===== src/rtl/ser_tx_0110.sv =====
// ser_tx_0110 -- serial frame transmitter feeding a 0110 pattern detector.
//
// Each frame is the preamble 0,1,1,0 followed by DATA_W payload bits, sent
// MSB first, one bit per clock. A one-cycle done pulse follows the last bit,
// then the block returns to IDLE.
//
// Optional feature (compile-time macro SER_TX_STUFF_EN):
//   After each payload bit, if the last three emitted bits are 0,1,1, one
//   extra 1 is inserted. The payload section then never contains 0110.
//   When the macro is undefined the STUFF state and bit history are absent.
//
// Ports:
//   clk        in   rising-edge clock
//   rst        in   asynchronous reset, active-low
//   load_valid in   request to start a frame
//   load_data  in   payload [DATA_W-1:0], sampled only on the accepting edge
//   load_ready out  high in IDLE while out of reset (combinational decode)
//   out        out  serial bit (registered)
//   out_valid  out  out carries a frame bit (registered)
//   done       out  one-cycle pulse after the last frame bit (registered)

module ser_tx_0110 #(
    parameter int unsigned DATA_W = 8
) (
    input  logic              clk,
    input  logic              rst,
    input  logic              load_valid,
    input  logic [DATA_W-1:0] load_data,
    output logic              load_ready,
    output logic              out,
    output logic              out_valid,
    output logic              done
);

    // Counter must hold DATA_W-1 and the preamble index 3.
    localparam int unsigned CNT_W   = (DATA_W > 4) ? $clog2(DATA_W) : 2;
    localparam logic [3:0]  PRE_PAT = 4'b0110;  // bit [cnt] is sent while cnt counts 3..0

    typedef enum logic [2:0] {
        IDLE = 3'd0,
        PRE  = 3'd1,
        DATA = 3'd2,
        DONE = 3'd3
`ifdef SER_TX_STUFF_EN
        , STUFF = 3'd4
`endif
    } state_t;

    state_t            state, state_d;
    logic [CNT_W-1:0]  cnt, cnt_d;       // bits still to send after the current one
    logic [DATA_W-1:0] shreg, shreg_d;   // MSB is the next payload bit to send
    logic              out_d, out_valid_d, done_d;
`ifdef SER_TX_STUFF_EN
    logic [2:0]        hist, hist_d;     // last three emitted bits, newest in [0]
`endif

    // Ready is a pure state decode, masked while reset is held.
    assign load_ready = rst && (state == IDLE);

    // State, datapath and registered outputs.
    always_ff @(posedge clk or negedge rst) begin
        if (!rst) begin
            state     <= IDLE;
            cnt       <= '0;
            shreg     <= '0;
            out       <= 1'b0;
            out_valid <= 1'b0;
            done      <= 1'b0;
`ifdef SER_TX_STUFF_EN
            hist      <= '0;
`endif
        end else begin
            state     <= state_d;
            cnt       <= cnt_d;
            shreg     <= shreg_d;
            out       <= out_d;
            out_valid <= out_valid_d;
            done      <= done_d;
`ifdef SER_TX_STUFF_EN
            hist      <= hist_d;
`endif
        end
    end

    // Next state, counter and shift register.
    always_comb begin
        state_d = state;
        cnt_d   = cnt;
        shreg_d = shreg;
        case (state)
            IDLE: begin
                if (load_valid && load_ready) begin
                    state_d = PRE;
                    cnt_d   = CNT_W'(3);
                    shreg_d = load_data;
                end
            end
            PRE: begin
                if (cnt == '0) begin
                    state_d = DATA;
                    cnt_d   = CNT_W'(DATA_W - 1);
                    shreg_d = {shreg[DATA_W-2:0], 1'b0};
                end else begin
                    cnt_d   = cnt - CNT_W'(1);
                end
            end
            DATA: begin
`ifdef SER_TX_STUFF_EN
                // hist already includes the data bit on the line now.
                if (hist == 3'b011) begin
                    state_d = STUFF;
                end else
`endif
                if (cnt == '0) begin
                    state_d = DONE;
                end else begin
                    cnt_d   = cnt - CNT_W'(1);
                    shreg_d = {shreg[DATA_W-2:0], 1'b0};
                end
            end
`ifdef SER_TX_STUFF_EN
            STUFF: begin
                // cnt was left untouched on entry, so zero means no data remains.
                if (cnt == '0) begin
                    state_d = DONE;
                end else begin
                    state_d = DATA;
                    cnt_d   = cnt - CNT_W'(1);
                    shreg_d = {shreg[DATA_W-2:0], 1'b0};
                end
            end
`endif
            DONE: begin
                state_d = IDLE;
                cnt_d   = '0;
                shreg_d = '0;
            end
            default: begin
                state_d = IDLE;
                cnt_d   = '0;
                shreg_d = '0;
            end
        endcase
    end

    // Output values for the state being entered, registered with it.
    always_comb begin
        out_d       = 1'b0;
        out_valid_d = 1'b0;
        done_d      = 1'b0;
        case (state_d)
            PRE: begin
                out_d       = PRE_PAT[cnt_d[1:0]];
                out_valid_d = 1'b1;
            end
            DATA: begin
                out_d       = shreg[DATA_W-1];
                out_valid_d = 1'b1;
            end
`ifdef SER_TX_STUFF_EN
            STUFF: begin
                out_d       = 1'b1;
                out_valid_d = 1'b1;
            end
`endif
            DONE:    done_d = 1'b1;
            default: ;
        endcase
`ifdef SER_TX_STUFF_EN
        // Preamble bits are shifted in too, so hist reads 1,1,0 entering DATA.
        hist_d = out_valid_d ? {hist[1:0], out_d} : hist;
`endif
    end

endmodule


===== config.mk =====
export PLATFORM = sky130hd
export DESIGN_NAME = ser_tx_0110
export DESIGN_NICKNAME = d
export VERILOG_FILES = /design/src/rtl/ser_tx_0110.sv
export SDC_FILE = /design/constraint.sdc
export NUM_CORES = 1
export LEC_CHECK = 0
export ABC_AREA = 1
export CAP_MARGIN = 20
export CORE_MARGIN = 4
export CORE_UTILIZATION = 46
export DETAILED_ROUTE_END_ITERATION = 10
export GPL_ROUTABILITY_DRIVEN = 0
export HOLD_SLACK_MARGIN = 0.05
export PLACE_DENSITY = 0.73
export SLEW_MARGIN = 20
export SYNTH_ARGS = -nofsm -noshare
export SYNTH_HDL_FRONTEND = slang
export SYNTH_SLANG_ARGS = --single-unit

===== constraint.sdc =====
create_clock -name clk -period 1.5 [get_ports clk]
set_input_delay 0.3 -clock clk [delete_from_list [all_inputs] [get_ports clk]]
set_output_delay 0.3 -clock clk [all_outputs]
set_load 0.01 [all_outputs]

---- Word-level counts from Yosys, hierarchy flattened ----
Cells that the tools add are included.
Widths: inputs -> output; s select.
word-level totals
  register bits ........................... 17
  input port bits ......................... 11
  logic and storage cells ................. 41
operators by class
  $add $sub $neg .......................... 1
  magnitude comparators ................... 1
  equal/unequal tests ..................... 8
  muxes and demuxes ....................... 17
  reduce and logical (&&, ||, !) cells .... 7
operators with widths
  cell                 count
  $mux 8               3
  $pmux 8 s3           1
  $mux 3               6
  $pmux 3 s3           2
  $eq 3x2->1 const B   3
  $eq 3x1->1 const B   2
  $logic_not 3->1      2
  $ne 2x2->1 const B   2
  $lt 2x3->1 const B   1
  $mux 1               3
  $reduce_and 3->1     1
  $sub 3x1->3 const B  1
  $bmux 1 s2           1
  $logic_and 1x1->1    2
  $ne 2x1->1 const B   1
  $pmux 1 s2           1
  $reduce_and 2->1     1
  $reduce_or 2->1      1

---- Longest topological paths before layout ----
Gate-level depths: netlist (run 1).
  depth in word-level cells ............... 8
  depth in mapped cells ................... 11

---- Worst setup path after synthesis (run 1) ----
No wires, ideal clock.
  path type ............................... register to register
  start ................................... register cnt[0]
  end ..................................... register shreg[7]
  setup time .............................. 0.123 ns
  arrival ................................. 1.352 ns
  slack ................................... 0.024 ns
  stages on the path, launching flop included .. 12
  path buffers ............................ 1
  clock period less this slack ............ 1.476 ns
  cell sequence ........................... dfrtp_1 > inv_1 > ha_1 > nand2_2 > inv_2 > nand2_1 > inv_2 > a21oi_4 > nand2_4 > buf_6 > nand2_2 > o21ai_2
on the way
  cells in the longest elaborated chain, start to end .. 3
  elaborated cells on any way between the ends .. 4
RTL lines
  element                              line     RTL
  start: declaration                   50       logic [CNT_W-1:0] cnt, cnt_d;
  start signal: assignment             74       cnt <= cnt_d;
  $logic_not 3->1 *                    99, 114
  $ne 2x2->1 (no source line)          --
  $reduce_and 3->1 (no source line) *  --
  end signal: assignment               75       shreg <= shreg_d;
  end: declaration                     51       logic [DATA_W-1:0] shreg, shreg_d;
Mark *: on every way between the ends. The rest lies on a longest branch, timed or not.
A chain may end at the register's enable or synchronous reset.

---- Worst setup path in the final report (run 1) ----
  start ................................... register cnt[0]
  end ..................................... register shreg[1]
Same word-level chain as after synthesis.

==> summary.md, run 1 <==
| Metric | Value |
|---|---|
| Top-area cell type share of the netlist area | `0.447` |
| WL per Instance | `15.2 um` |
| GRT Residual Overflow | `0` |
| Tot GR Track Use | `0.182` |
| PnR worst setup slack | `0.0107 ns` |
| Fin Setup TNS | `0 ns` |
| RSZ-0062 raised after global routing | `yes` |
| Num CTS Buffers | `3` |
| Die Span Y | `53.5 um` |
| Drt total wl | `2700 um` |
| Worst setup path startpoint | `cnt[0]` |
| Mean Syn Cell Area | `9.06 um2` |
| Pwr dens | `1170 nW/um2` |
| 1st-pass router iterations | `5` |
| Synth warn | `0` |
| CTS Sinks | `17` |
| Die width | `53.5 um` |
| Final-report hold violation count | `0` |
| Clock Latency Late Sink | `0.31 ns` |
| Max Root-Sink Buffers | `2` |
| #FFs+latches synth | `17` |
| Max Cap Viol | `0` |
| Number of I/O port buffers | `14` |
| Number of setup violations in the final report | `0` |
| Worst setup SP type | `flop` |
| CTS root buffer | `clkbuf_4` |
| Hold_buf cts | `0` |
| Drt first-iter violations | `34` |
| Vias in the first global route | `843` |
| DPL Wire Length | `1650 um` |
| Worst r2r dst | `shreg[1]` |
| CTS H-tree depth | `1` |
| Initial Util | `0.485` |
| Area Overhead vs Synth | `55.1%` |
| Initial antenna violation count | `0` |
| Avg Vias per Cell | `5.23` |
| Post-Syn Area | `951 um2` |
| Final Power | `1.73 mW` |
| R2R depth | `11` |
| Setup CP Type | `reg2reg` |
| First-pass GRT wire length | `3640 um` |
| Yosys top cell by area | `dfrtp_1` |
| Detail Route Antenna Nets | `0` |
| Diode count | `0` |
| Synth area leaders | `dfrtp_1, nand2_1, o21ai_2, a22oi_1, nand3_1` |
| DRC viols | `0` |
| Post-Syn Nets | `119` |
| Largest net degree at the start of global routing | `17` |
| I/O pin cnt | `15` |
| Share of layout cells above drive strength 1 | `0.487` |
| CP endpoint | `shreg[1]` |
| Final Skew | `0.0135 ns` |
| Crit path DAT | `1.68 ns` |
| Placeable core area | `1960 um2` |
| Max-slew violation count | `0` |
| Period utilization | `0.993` |
| Reg-to-Reg Start | `cnt[0]` |
| FMAX | `0.671 GHz` |
| Critical Path Fanout Max | `8` |
| P_leak | `0.779 nW` |
| Place WS | `-0.385 ns` |
| CP Data Required Time | `1.69 ns` |
| Status | `completed` |
| TritonCTS clock tree | `built` |
| Final net count | `165` |
| CTS clock-pin slew for the worst setup and hold paths | `0.11 ns` |
| Peak VDD IR | `0.919 mV` |
| Seq/Total Area, Yosys | `0.447` |
| HP Class | `in2async` |
| Crit end category | `flop` |
| DR vias | `926` |
| Min Tclk post-route | `1.49 ns` |
| Reg-to-reg setup timing slack | `0.01 ns` |
| Unique masters post-synth | `24` |
| Site Rows | `16` |
| Area of the die | `2860 um2` |
| Synth Instances | `105` |
-- cells in the mapped netlist --
| cell | instances |
|---|---|
| nor2_2 | 1 |
| nand4_4 | 1 |
| nand3_1 | 8 |
| inv_1 | 7 |
| nor2_4 | 1 |
| xor2_1 | 1 |
| a22oi_1 | 7 |
| conb_1 | 1 |
| or2_1 | 1 |
| a21oi_4 | 1 |
| inv_4 | 1 |
| ha_1 | 3 |
| nand2_4 | 1 |
| nand4_1 | 3 |
| nand2_2 | 6 |
| inv_2 | 5 |
| o21ai_0 | 2 |
| dfrtp_1 | 17 |
| nor2_1 | 6 |
| nand2_1 | 21 |
| a21oi_1 | 1 |
| o21ai_2 | 8 |
| buf_6 | 1 |
| o21ai_1 | 1 |
-- metrics by stage --
| stage | instances | hold slack, ns | utilization | instance area, um2 |
|---|---|---|---|---|
| 3_5_place_dp | 161 | 0.474 | 0.629 | 1230 |
| 4_1_cts | 169 | 0.119 | 0.683 | 1340 |
| 3_3_place_gp | 161 | 0.467 | 0.629 | 1230 |
| 6_report | 177 | 0.109 | 0.752 | 1480 |
| 5_1_grt | 177 | 0.109 | 0.752 | 1480 |
| 2_1_floorplan | 105 | 0.00441 | - | 951 |
-- how the worst min path moves through the flow --
stage / startpoint / to / cells past startpoint
2_1_floorplan: rst / cnt[0] / 0
4_1_cts: rst / cnt[1] / 2
5_1_grt: rst / out_valid / 2
3_5_place_dp: shreg[2] / shreg[2] / 2
3_3_place_gp: shreg[2] / shreg[2] / 2
6_report: rst / shreg[6] / 2
-- where the power goes --
group          switching (mW)  leakage, nW  total, mW  internal [mW]
Clock                   0.161       0.0177      0.260         0.0995
Combinational           0.433        0.538      0.847          0.414
Sequential             0.0768        0.223      0.621          0.545
Total                   0.671        0.779       1.73           1.06
-- sequential cells by signal, summed over array words and instances (netlist names) --
name,flops
out,1
done,1
out_valid,1
state,3
shreg,8
cnt,3
-- logic make-up (layout without fill, tap and decap cells) --
| group | after synthesis | after routing | share of synthesized area |
|---|---|---|---|
| and+or+nand+nor | 49 | 50 | 0.267 |
| AOI/OAI and AO/OA | 20 | 20 | 0.167 |
| DFF | 17 | 17 | 0.447 |
| buffers and inverters | 14 | 58 | 0.0658 |
| adders and majority gates | 3 | 3 | 0.0395 |
| other | 1 | 1 | 0.00394 |
| xor gates and xnor gates | 1 | 1 | 0.00921 |
-- area by class of cell --
class	instances	area [um2]
multi-input combinational	75	584
sequential	17	425
tap	27	33.8
clock inverter	1	5.00
fill	147	487
inverter	13	51.3
clock buffer	3	22.5
timing repair buffer	41	353
-- layout by cell type, fill, tap and decap left out, types with 3 or more instances in the layout --
cell type,count
nand2_1,13
nand2_2,8
o21ai_2,8
nand2_4,6
nor2_1,5
clkdlybuf4s50_1,10
a22oi_1,7
clkbuf_4,3
inv_1,4
buf_4,24
dfrtp_1,17
nand4_1,3
buf_6,3
nand3_1,7
inv_2,8
nor2_4,3
-- layer usage --
layer  global-route usage  up-vias  wire, um
met5                    0        -         0
met4               0.0809        0        32
met3               0.0423        6       139
met2                0.312       25      1500
met1                0.211      455      1030
li1                     -      440         -
-- worst max-delay path, cell delays in order, from the launching register on --
cell and delay, ns:
dfrtp_1 0.38, inv_2 0.06, ha_4 0.16, nand2_4 0.09
inv_2 0.06, nand2_2 0.07, inv_2 0.05, a21oi_4 0.16
buf_6 0.14, nand2_8 0.09, nand2_4 0.07, o21ai_2 0.05
-- what timing repair did --
action,4_1_cts,5_1_grt
cloned,0,1
resized for setup,17,20
buffers inserted,4,7
pin swaps,5,9
endpoints found under the setup margin,10,14
Note: power is estimated with default switching activity, not from simulation.
==> run 2, diff against run 1 <==
Settings changed: SLEW_MARGIN 20 to not set.
==> results of run 2 <==
Final layout, timing and power as in run 1 (identical DEF).
